--- src/rtl/wb_stage_buffer_if.sv ---
// Handshake bundle between the memory stage, the write-back buffer and the
// register-file write port.
interface wb_stage_buffer_if #(
   parameter int DATA_W = 32,
   parameter int RD_W   = 5
);
   logic              in_valid;
   logic              in_ready;
   logic [DATA_W-1:0] in_result;
   logic [DATA_W-1:0] in_read_data;
   logic [RD_W-1:0]   in_rd;
   logic              in_mem_to_reg;
   logic              in_reg_write;
   logic              out_valid;
   logic              out_ready;
   logic [DATA_W-1:0] out_wb_data;
   logic [RD_W-1:0]   out_rd;
   logic              out_reg_write;

   // Producer/consumer side: drives the upstream entry and downstream ready.
   modport master (
      output in_valid, in_result, in_read_data, in_rd, in_mem_to_reg, in_reg_write,
      output out_ready,
      input  in_ready, out_valid, out_wb_data, out_rd, out_reg_write
   );

   // Buffer side.
   modport slave (
      input  in_valid, in_result, in_read_data, in_rd, in_mem_to_reg, in_reg_write,
      input  out_ready,
      output in_ready, out_valid, out_wb_data, out_rd, out_reg_write
   );
endinterface

--- src/rtl/wb_stage_buffer.sv ---
// Write-back stage buffer. The write-back mux and the rd==0 write suppression
// are resolved at capture, so the head slot already holds the final value.
// SKID=1 gives a two-entry skid buffer with a registered in_ready;
// SKID=0 gives a single pipeline register with a combinational in_ready.
module wb_stage_buffer #(
   parameter int DATA_W = 32,
   parameter int RD_W   = 5,
   parameter bit SKID   = 1'b1
) (
   input  logic               clock,
   input  logic               reset,
   input  logic               flush,
   wb_stage_buffer_if.slave   bus
);

   logic              head_valid;
   logic [DATA_W-1:0] head_data;
   logic [RD_W-1:0]   head_rd;
   logic              head_we;

   logic              in_ready;
   logic              accept;
   logic              consume;
   logic [DATA_W-1:0] cap_data;
   logic              cap_we;

   assign cap_data = bus.in_mem_to_reg ? bus.in_read_data : bus.in_result;
   assign cap_we   = bus.in_reg_write & (bus.in_rd != '0);
   assign accept   = bus.in_valid & in_ready & ~flush;
   assign consume  = head_valid & bus.out_ready;

   assign bus.in_ready      = in_ready;
   assign bus.out_valid     = head_valid;
   assign bus.out_wb_data   = head_data;
   assign bus.out_rd        = head_rd;
   assign bus.out_reg_write = head_valid & head_we;

   generate
      if (SKID) begin : g_skid
         logic              skid_valid;
         logic [DATA_W-1:0] skid_data;
         logic [RD_W-1:0]   skid_rd;
         logic              skid_we;

         // Ready only depends on the skid slot, which breaks the out_ready path.
         assign in_ready = ~skid_valid;

         // Head/skid slot update: skid drains into head first, new entries
         // fill the first free slot behind it.
         always_ff @(posedge clock or posedge reset) begin
            if (reset) begin
               head_valid <= 1'b0;
               head_data  <= '0;
               head_rd    <= '0;
               head_we    <= 1'b0;
               skid_valid <= 1'b0;
               skid_data  <= '0;
               skid_rd    <= '0;
               skid_we    <= 1'b0;
            end else if (flush) begin
               head_valid <= 1'b0;
               skid_valid <= 1'b0;
            end else if (consume && skid_valid) begin
               head_valid <= 1'b1;
               head_data  <= skid_data;
               head_rd    <= skid_rd;
               head_we    <= skid_we;
               skid_valid <= accept;
               if (accept) begin
                  skid_data <= cap_data;
                  skid_rd   <= bus.in_rd;
                  skid_we   <= cap_we;
               end
            end else if (!head_valid || consume) begin
               head_valid <= accept;
               if (accept) begin
                  head_data <= cap_data;
                  head_rd   <= bus.in_rd;
                  head_we   <= cap_we;
               end
            end else if (accept) begin
               skid_valid <= 1'b1;
               skid_data  <= cap_data;
               skid_rd    <= bus.in_rd;
               skid_we    <= cap_we;
            end
         end
      end else begin : g_reg
         // A consumed head can be replaced in the same cycle, so no bubble.
         assign in_ready = ~head_valid | bus.out_ready;

         // Single-register update: load on accept, empty on a bare consume.
         always_ff @(posedge clock or posedge reset) begin
            if (reset) begin
               head_valid <= 1'b0;
               head_data  <= '0;
               head_rd    <= '0;
               head_we    <= 1'b0;
            end else if (flush) begin
               head_valid <= 1'b0;
            end else if (accept) begin
               head_valid <= 1'b1;
               head_data  <= cap_data;
               head_rd    <= bus.in_rd;
               head_we    <= cap_we;
            end else if (consume) begin
               head_valid <= 1'b0;
            end
         end
      end
   endgenerate

endmodule

--- src/flat_wrapper.sv ---
// flat-port wrapper written by rule: the top's interface ports become plain ports
module wb_stage_buffer_flat 
#(
   parameter int DATA_W = 32,
   parameter int RD_W   = 5,
   parameter bit SKID   = 1'b1
)
  (clock, reset, flush, bus_in_valid, bus_in_result, bus_in_read_data, bus_in_rd, bus_in_mem_to_reg, bus_in_reg_write, bus_out_ready, bus_in_ready, bus_out_valid, bus_out_wb_data, bus_out_rd, bus_out_reg_write);
  wb_stage_buffer_if #(.DATA_W(DATA_W), .RD_W(RD_W)) bus_i ();
  input  logic clock;
  input  logic reset;
  input  logic flush;
  input wire logic [$bits(bus_i.in_valid)-1:0] bus_in_valid;
  input wire logic [$bits(bus_i.in_result)-1:0] bus_in_result;
  input wire logic [$bits(bus_i.in_read_data)-1:0] bus_in_read_data;
  input wire logic [$bits(bus_i.in_rd)-1:0] bus_in_rd;
  input wire logic [$bits(bus_i.in_mem_to_reg)-1:0] bus_in_mem_to_reg;
  input wire logic [$bits(bus_i.in_reg_write)-1:0] bus_in_reg_write;
  input wire logic [$bits(bus_i.out_ready)-1:0] bus_out_ready;
  output wire logic [$bits(bus_i.in_ready)-1:0] bus_in_ready;
  output wire logic [$bits(bus_i.out_valid)-1:0] bus_out_valid;
  output wire logic [$bits(bus_i.out_wb_data)-1:0] bus_out_wb_data;
  output wire logic [$bits(bus_i.out_rd)-1:0] bus_out_rd;
  output wire logic [$bits(bus_i.out_reg_write)-1:0] bus_out_reg_write;
  assign bus_i.in_valid = bus_in_valid;
  assign bus_i.in_result = bus_in_result;
  assign bus_i.in_read_data = bus_in_read_data;
  assign bus_i.in_rd = bus_in_rd;
  assign bus_i.in_mem_to_reg = bus_in_mem_to_reg;
  assign bus_i.in_reg_write = bus_in_reg_write;
  assign bus_i.out_ready = bus_out_ready;
  assign bus_in_ready = bus_i.in_ready;
  assign bus_out_valid = bus_i.out_valid;
  assign bus_out_wb_data = bus_i.out_wb_data;
  assign bus_out_rd = bus_i.out_rd;
  assign bus_out_reg_write = bus_i.out_reg_write;
  wb_stage_buffer #(.DATA_W(DATA_W), .RD_W(RD_W), .SKID(SKID)) u_core (.clock(clock), .reset(reset), .flush(flush), .bus(bus_i));
endmodule
--- config.mk ---
export PLATFORM = sky130hd
export DESIGN_NAME = wb_stage_buffer_flat
export DESIGN_NICKNAME = d
export VERILOG_FILES = /design/src/rtl/wb_stage_buffer_if.sv /design/src/rtl/wb_stage_buffer.sv /design/src/flat_wrapper.sv
export SDC_FILE = /design/constraint.sdc
export NUM_CORES = 1
export LEC_CHECK = 0
export CORE_ASPECT_RATIO = 1.2
export CORE_MARGIN = 2
export CORE_UTILIZATION = 44
export CTS_BUF_LIST = sky130_fd_sc_hd__clkbuf_8
export DETAILED_ROUTE_END_ITERATION = 8
export GPL_TIMING_DRIVEN = 0
export PLACE_DENSITY = 0.78
export SLEW_MARGIN = 30
export SYNTH_ARGS = -nofsm -noshare
export SYNTH_HDL_FRONTEND = slang
export SYNTH_SLANG_ARGS = --single-unit
export TNS_END_PERCENT = 50
--- constraint.sdc ---
create_clock -name clock -period 2.8 [get_ports clock]
set_clock_uncertainty 0.05 [all_clocks]
set_input_delay 0.7 -clock clock [delete_from_list [all_inputs] [get_ports clock]]
set_output_delay 0.7 -clock clock [all_outputs]
set_load 0.01 [all_outputs]
==> key figures, run 1 <==
Run status
  – Outcome: finished, final reports clean

Setup path
  – CP max stage delay: 0.50 ns
  – Critical path class: in -> reg
  – CP startpoint: bus_out_ready
  – Data required, critical path: 2.97 ns
  – Crit path max-delay family: buffers and inverters
  – Crit path DAT: 2.55 ns
  – CP max stage cell: clkdlybuf4s50_1
  – CP Launch Type: input port
  – Crit-path max FO: 10
  – Worst r2r src: u_core.bus.out_valid
  – CP Buf/Inv Count: 3
  – CP cell instances: clkdlybuf4s50_1 > nand3_1 > buf_2 > buf_2 > mux2_2 > mux2_2
  – Crit. End Element: flop

Drt
  – Via density: 5.03
  – Via Count: 2552
  – Routed Antenna Nets: 0
  – Wire per inst: 15.8 µm
  – DRC Markers: 0
  – Final WL: 8000 µm
  – First-pass DRT Iterations: 3
  – Initial drt markers: 29

Clocking
  – Sink Count: 78
  – Clock Path Buffers: 2
  – Clk slew on worst S/H paths: 0.07 ns
  – Total CTS buffers: 9
  – # Post-CTS Setup Buffers: 0
  – CTS root buffer: clkbuf_8
  – H-tree levels: 3
  – CTS tree: yes
  – Hold-fix buffers, CTS: 0
  – Worst-Skew Late Latency: 0.34 ns
  – Number of gates resized after CTS: 0

Timing
  – Period minus WS final: 2.39 ns
  – Final slew viol count: 0
  – RSZ-0062 raised after global routing: no
  – Fin crit share: 85.2%
  – Setup Viol. Count Final: 0
  – Max-slew headroom: 56.8%
  – Fmax: 419 MHz
  – Final hold violations: 0
  – WHS: 0.456 ns
  – Worst-Margin Slew: 0.647 ns

Pwr
  – Switch share: 25.1%
  – Power Density: 629 nW/µm²
  – P_leak: 2.30 nW
  – Worst vdd ir: 0.000303 V
  – Pint: 2.54 mW
  – Share of power burned in registers: 46.7%
  – Comb pwr share: 29.6%
  – Clock network fraction of total power: 23.7%
  – Design Power: 3.39 mW
  – Psw: 0.850 mW

Floorplan
  – Total die area: 9600 µm²
  – Core Region: 8560 µm²
  – Floorplan row count: 37
  – Die W: 89.8 µm
  – Vert. Die Dim: 107 µm
  – Num ports: 116
  – Initial Utilization: 45.4%

Cells and area
  – Most frequent cells in the layout: 116 x mux2_2, 114 x clkdlybuf4s50_1, 78 x dfrtp_1, 19 x mux2_4, 10 x clkbuf_8
  – Final Util: 63.0%
  – Share of cells above drive strength 1: 42.6%
  – Fill cells: 682
  – Register area: 1950 µm²
  – Area of the multi-input gates: 1820 µm²
  – Commonest non-fill, non-tap cell in the layout: mux2_2
  – Nets@finish: 462
  – Layout area overhead: 38.8%
  – Antenna fix cells: 0

Yosys
  – Post-Syn Instances: 260
  – Number of synthesized flops with an enable pin: 0
  – Syn_nets: 336
  – Synth Flop Type: dfrtp_1
  – Synth top area cells: dfrtp_1 50%, mux2_2 34%, mux2_4 7.3%
  – Yosys top cell by area: dfrtp_1
  – Yosys top cell area share: 50.2%
  – Async set or reset register ratio after synthesis: 100%
  – Post-synthesis register bit count: 78
  – Mapped cell area: 3890 µm²
  – Post-synthesis sequential area ratio: 50.2%
  – Synth warn: 0
  – Number of distinct library cells after synthesis: 27
  – Synthesized area per cell: 14.9 µm²

Placement
  – Detailed placer's ending HPWL: 5890 µm
  – IO Port Bufs: 114
  – Gpl congestion: 0.699

Global route
  – GRT Resource Usage Total: 17.4%
  – Vias in the first global route: 2701
  – First-pass GRT wire length: 13200 µm
  – Initial antenna violation count: 0
  – Total grt overflow: 0
  – Largest net degree at the start of global routing: 48

Job
  – Max-Cap Viols: 0

Worst hold path
  – Hold Path Origin: u_core.bus.out_wb_data[4]
  – Worst hold path class: reg -> reg
final timing paths:
path / slack, ns / cells after the start / to
worst max-delay path: 0.41 / 6 / u_core.bus.out_wb_data[15]
worst min-delay path: 0.46 / 1 / u_core.bus.out_wb_data[4]
worst max register to register: 0.74 / 5 / u_core.bus.out_rd[2]
worst min register to register: 0.46 / 1 / u_core.bus.out_wb_data[4]
max in group asynchronous: 1.46 / 3 / u_core.bus.out_rd[4]
min in group asynchronous: 0.66 / 2 / u_core.bus.out_wb_data[13]
through the flow:
step                      cell area, µm²  instances  setup slack [ns]  setup TNS, ns
after floorplan                     3890        260            0.0550              0
after global placement              5170        491             -1.23         -95.20
after detailed placement            5200        492            0.0453              0
after CTS                           5390        507             0.408              0
after global routing                5390        507             0.328              0
final                               5390        507             0.415              0
Yosys cell counts, types with 2 or more instances:
cell type  count
buf_6          3
a21oi_1        2
mux2_4        19
buf_2          6
dfrtp_1       78
buf_1          2
clkbuf_1       2
mux2_1         8
o21ai_0        2
buf_4          3
mux2_2       116
inv_1          4
routing by layer:
metal / vias up / GRT usage [%] / routed length (µm) / part of all wire (%)
li1: 1198 / - / - / -
met1: 1275 / 20.9 / 3390 / 42
met2: 68 / 30.4 / 4130 / 52
met3: 11 / 4.29 / 349 / 4.4
met4: 0 / 6.59 / 129 / 1.6
met5: - / 0 / 0 / 0
registers in the layout, indices dropped and copies added, names as in the netlist:
| register | count |
|---|---|
| u_core.g_skid.skid_valid | 1 |
| u_core.g_skid.skid_rd | 5 |
| u_core.bus.out_wb_data | 32 |
| u_core.g_skid.skid_data | 32 |
| u_core.bus.out_valid | 1 |
| u_core.head_we | 1 |
| u_core.g_skid.skid_we | 1 |
| u_core.bus.out_rd | 5 |
power by group through the flow:
stage               clock network, mW  logic, mW  registers [mW]
finish                          0.802       1.00            1.58
global route                    0.889       1.07            1.62
CTS                             0.832       1.02            1.59
detailed placement                  0       1.02            1.61
global placement                    0      0.991            1.59
floorplan                           0      0.466            1.64
cell type report:
cell class	count	area share, %
flip-flops and latches	78	36.2
multi-input cells	162	33.7
repair buffers	115	21.7
well taps	117	2.71
clock buffers	10	2.55
plain buffers	16	1.88
clock inverters	5	0.951
inverters	4	0.325
cells by family (layout without fill, tap and decap cells):
| kind of cell | after synthesis | after routing | synth area share (%) |
|---|---|---|---|
| mux | 144 | 144 | 43.5 |
| flops | 78 | 78 | 50.2 |
| compound gates | 9 | 9 | 1.67 |
| buf+inv | 20 | 150 | 2.99 |
| simple gates | 9 | 9 | 1.58 |
worst register-to-register path: cells and delay by family, from the launching register on:
family / cells / cell delay (ns)
AND/OR/NAND/NOR: 1 / 0.33
flip-flops: 1 / 0.47
buffers and inverters: 2 / 0.46
multiplexers: 1 / 0.36
AO/OA/AOI/OAI: 1 / 0.27
Power figures use the tool's default switching activity.
==> inputs of run 2 (changes only) <==
Settings changed: CAP_MARGIN set to 20, CORE_UTILIZATION 44 to 53, PLACE_DENSITY 0.78 to 0.89.
Clock period 2.8 ns to 2.91 ns, I/O delays scaled along.
==> key figures, run 2 (synthesized netlist as in run 1, its figures left out) <==
Cells and area
  – Share of cells above drive strength 1: 42.8%
  – Final cell count without fillers: 480
  – Nets@finish: 462
  – Antenna fix cells: 0
  – Commonest non-fill, non-tap cell in the layout: mux2_2
  – Most frequent cells in the layout: 116 x mux2_2, 114 x clkdlybuf4s50_1, 78 x dfrtp_1, 19 x mux2_4, 11 x clkbuf_8
  – Layout area overhead: 38.7%
  – Final Util: 75.0%

Timing
  – Fmax: 408 MHz
  – Worst-Margin Slew: 0.633 ns
  – Fin crit share: 84.3%
  – RSZ-0062 raised after global routing: no
  – Setup Viol. Count Final: 0
  – Max-slew headroom: 57.8%
  – Final hold violations: 0
  – Setup tns final: 0 ns
  – Period minus WS final: 2.45 ns
  – Final slew viol count: 0

Floorplan
  – Floorplan row count: 34
  – Initial Utilization: 54.1%
  – Num ports: 116
  – Core Region: 7190 µm²
  – Vert. Die Dim: 97.8 µm
  – Die W: 82.2 µm
  – Total die area: 8040 µm²

Drt
  – Final WL: 8110 µm
  – Routed Antenna Nets: 0
  – Wire per inst: 16.9 µm
  – First-pass DRT Iterations: 4
  – Initial drt markers: 78
  – Via density: 5.35
  – Via Count: 2568
  – DRC Markers: 0

Clocking
  – Total CTS buffers: 9
  – Clock Path Buffers: 2
  – Number of gates resized after CTS: 0
  – CTS root buffer: clkbuf_8
  – H-tree levels: 3
  – CTS tree: yes
  – # Post-CTS Setup Buffers: 0
  – Worst-Skew Late Latency: 0.34 ns
  – Hold-fix buffers, CTS: 0
  – Clk slew on worst S/H paths: 0.07 ns
  – Sink Count: 78

Placement
  – Dpl cells: 465
  – Gpl congestion: 0.717
  – Detailed placer's ending HPWL: 6000 µm
  – IO Port Bufs: 114

Global route
  – Initial antenna violation count: 0
  – Largest net degree at the start of global routing: 49
  – Vias in the first global route: 2763
  – Total grt overflow: 0
  – GRT Resource Usage Total: 21.8%
  – First-pass GRT wire length: 13300 µm

Setup path
  – Critical path class: in -> reg
  – CP Launch Type: input port
  – Cell count of the worst reg-to-reg path: 5
  – Crit-path max FO: 10
  – Worst r2r src: u_core.bus.out_valid
  – CP startpoint: bus_out_ready
  – Crit. End Element: flop
  – End of the critical path: u_core.bus.out_wb_data[13]
  – Reg2reg setup slack: 0.88 ns
  – Data required, critical path: 3.08 ns
  – Crit path DAT: 2.62 ns
  – Critical R2R Capture: u_core.bus.out_wb_data[13]

Job
  – Max-Cap Viols: 0

Pwr
  – Power Density: 630 nW/µm²
  – Worst vdd ir: 0.000394 V
  – P_leak: 2.32 nW

Run status
  – Outcome: finished, final reports clean

Worst hold path
  – Worst hold path class: reg -> reg
[run 2: cell types whose count changed in the layout (fill, tap and decap cells not counted)]
cell,previous run,this run
bufinv_16,1,2
clkbuf_8,10,11
clkinvlp_4,1,0
inv_1,4,3
[run 2: through the flow]
| stage | total power [mW] | setup WS, ns | hold WS, ns | cell area [µm²] |
|---|---|---|---|---|
| 2_1_floorplan | 2.03 | 0.137 | 0.425 | 3890 |
| 3_3_place_gp | 2.48 | -1.09 | 0.433 | 5140 |
| 3_5_place_dp | 2.53 | 0.138 | 0.442 | 5170 |
| 4_1_cts | 3.43 | 0.488 | 0.458 | 5390 |
| 5_1_grt | 3.58 | 0.411 | 0.470 | 5390 |
| 6_report | 3.40 | 0.457 | 0.456 | 5390 |
[run 2: metal layers]
layer	global-route usage, %	part of all wire (%)	vias up
met5	0	0	-
met4	4.87	1.3	0
met3	5.18	4.8	7
met2	38.2	53	76
met1	26.9	41	1292
li1	-	-	1193
[run 2: how the worst min path moves through the flow]
stage | from | end | slack (ns) | depth (start not counted)
3_5_place_dp | u_core.g_skid.skid_data[4] | u_core.g_skid.skid_data[4] | 0.44 | 1
5_1_grt | u_core.g_skid.skid_rd[4] | u_core.g_skid.skid_rd[4] | 0.47 | 1
2_1_floorplan | u_core.g_skid.skid_data[27] | u_core.g_skid.skid_data[27] | 0.43 | 1
6_report | u_core.g_skid.skid_data[18] | u_core.g_skid.skid_data[18] | 0.46 | 1
4_1_cts | u_core.g_skid.skid_data[22] | u_core.g_skid.skid_data[22] | 0.46 | 1
3_3_place_gp | u_core.g_skid.skid_data[17] | u_core.g_skid.skid_data[17] | 0.43 | 1
[run 2: power breakdown]
part | internal [mW] | switching [mW]
sequential | 1.38 | 0.154
clock | 0.523 | 0.374
combinational | 0.659 | 0.311
total | 2.56 | 0.840
[run 2: layout make-up]
class                      count  area, µm²
buffer                        16        101
clock buffer                  11        151
clock inverter                 4       70.1
fill                         470       1800
inverter                       4       17.5
multi-input combinational    162       1820
sequential                    78       1950
tap                           90        113
timing repair buffer         115       1170
[run 2: worst max-delay path: stages]
cell and delay [ns]:
clkdlybuf4s50_1 0.52, nand3_1 0.15, buf_2 0.28, buf_2 0.31
mux2_2 0.36, mux2_2 0.27
==> inputs of run 3 (changes only) <==
Settings changed: CORE_UTILIZATION 53 to 44, PLACE_DENSITY 0.89 to 0.78.
Clock period 2.91 ns to 2.23 ns, I/O delays scaled along.
==> key figures, run 3 (synthesized netlist as in run 1, its figures left out) <==
Drt
  – Initial drt markers: 42
  – Final WL: 8280 µm
  – First-pass DRT Iterations: 4
  – Wire per inst: 16.2 µm
  – DRC Markers: 0
  – Via Count: 2563
  – Via density: 5.03
  – Routed Antenna Nets: 0

Setup path
  – Crit-path max FO: 10
  – CP Launch Type: input port
  – CP max stage cell: clkdlybuf4s50_1
  – CP cell instances: clkdlybuf4s50_1 > nand3_1 > clkbuf_1 > mux2_2 > mux2_2
  – Crit path DAT: 2.37 ns
  – Critical path class: in -> reg
  – Crit. End Element: flop
  – CP max stage delay: 0.49 ns
  – Cell repeated most along the worst path: mux2_2
  – Data required, critical path: 2.41 ns

Cells and area
  – Register area: 1950 µm²
  – Final Util: 63.8%
  – Area of the multi-input gates: 1820 µm²
  – Antenna fix cells: 0
  – Commonest non-fill, non-tap cell in the layout: mux2_2
  – Layout area overhead: 40.6%
  – Share of cells above drive strength 1: 43.0%
  – Fill cells: 668
  – Nets@finish: 464
  – Most frequent cells in the layout: 116 x mux2_2, 114 x clkdlybuf4s50_1, 78 x dfrtp_1, 19 x mux2_4, 10 x clkbuf_8
  – Final instance area: 5470 µm²

Global route
  – M2 GR Usage: 31.2%
  – First-pass GRT wire length: 13600 µm
  – Vias in the first global route: 2725
  – GRT Resource Usage Total: 18.1%
  – Total grt overflow: 0
  – Largest net degree at the start of global routing: 24
  – Initial antenna violation count: 0
  – Global-route met1 utilization: 22.1%
  – Met3 usage: 4.08%
  – Grt peak-use layer: met2

Timing
  – PnR worst setup slack: 0.0396 ns
  – Worst-Margin Slew: 0.621 ns
  – Setup tns final: 0 ns
  – Setup Viol. Count Final: 0
  – Fin crit share: 98.2%
  – WHS: 0.460 ns
  – RSZ-0062 raised after global routing: yes
  – Final slew viol count: 0
  – Max-slew headroom: 58.6%
  – Period minus WS final: 2.19 ns
  – Final hold violations: 0
  – Fmax: 457 MHz

Placement
  – Gpl congestion: 0.747
  – Detailed placer's ending HPWL: 6130 µm
  – Placed standard-cell area: 5260 µm²
  – Pre-CTS setup slack: -0.383 ns
  – IO Port Bufs: 114

Worst hold path
  – Worst hold path class: reg -> reg

Floorplan
  – Core Region: 8560 µm²
  – Vert. Die Dim: 107 µm
  – Floorplan row count: 37
  – Die W: 89.8 µm
  – Initial Utilization: 45.4%
  – Total die area: 9600 µm²
  – Num ports: 116

Clocking
  – Hold-fix buffers, CTS: 0
  – Total CTS buffers: 9
  – Worst-Skew Late Latency: 0.35 ns
  – Sink Count: 78
  – H-tree levels: 3
  – CTS root buffer: clkbuf_8
  – Clock Path Buffers: 2
  – CTS tree: yes
  – Number of gates resized after CTS: 0
  – # Post-CTS Setup Buffers: 0
  – Clk slew on worst S/H paths: 0.09 ns

Run status
  – Outcome: finished, final reports clean

Pwr
  – Worst vdd ir: 0.000411 V
  – P_leak: 2.33 nW
  – Power Density: 795 nW/µm²

Job
  – Max-Cap Viols: 0
-- run 3: final timing paths --
check                                            start                           to  slack [ns]  cells past startpoint
max                                      bus_out_ready         u_core.bus.out_rd[4]        0.04                      5
min                        u_core.g_skid.skid_data[18]  u_core.g_skid.skid_data[18]        0.46                      1
max reg2reg                       u_core.bus.out_valid   u_core.bus.out_wb_data[12]        0.22                      5
min reg2reg                u_core.g_skid.skid_data[18]  u_core.g_skid.skid_data[18]        0.46                      1
max in group asynchronous                        reset   u_core.g_skid.skid_data[1]        1.01                      4
min in group asynchronous                        reset  u_core.g_skid.skid_data[20]        0.50                      2
-- run 3: worst max-delay path, delay by kind of cell --
| family | cells | cell delay (ns) |
|---|---|---|
| buffers and inverters | 2 | 0.98 |
| multiplexers | 2 | 0.68 |
| AND/OR/NAND/NOR | 1 | 0.15 |
-- run 3: metrics by stage --
step / total power, mW / instances
2_1_floorplan: 2.65 / 260
3_3_place_gp: 3.24 / 491
3_5_place_dp: 3.32 / 494
4_1_cts: 4.39 / 510
5_1_grt: 4.57 / 510
6_report: 4.34 / 510
-- run 3: area by class of cell --
class / count / area share (%)
buffer: 16 / 1.95
clock buffer: 10 / 2.52
clock inverter: 6 / 1.14
inverter: 4 / 0.343
multi-input combinational: 162 / 33.3
sequential: 78 / 35.7
tap: 117 / 2.68
timing repair buffer: 117 / 22.4
-- run 3: power breakdown --
| group | internal, mW | leakage (nW) | total [mW] | switching (mW) |
|---|---|---|---|---|
| Clock | 0.544 | 0.0997 | 1.07 | 0.528 |
| Combinational | 0.870 | 1.29 | 1.28 | 0.406 |
| Sequential | 1.80 | 0.938 | 2.00 | 0.200 |
| Total | 3.21 | 2.33 | 4.34 | 1.13 |
-- run 3: routing by layer --
metal | up-vias | part of all wire [%]
met1 | 1285 | 42
met4 | 0 | 1.8
li1 | 1198 | -
met2 | 68 | 51
met3 | 12 | 4.7
met5 | - | 0
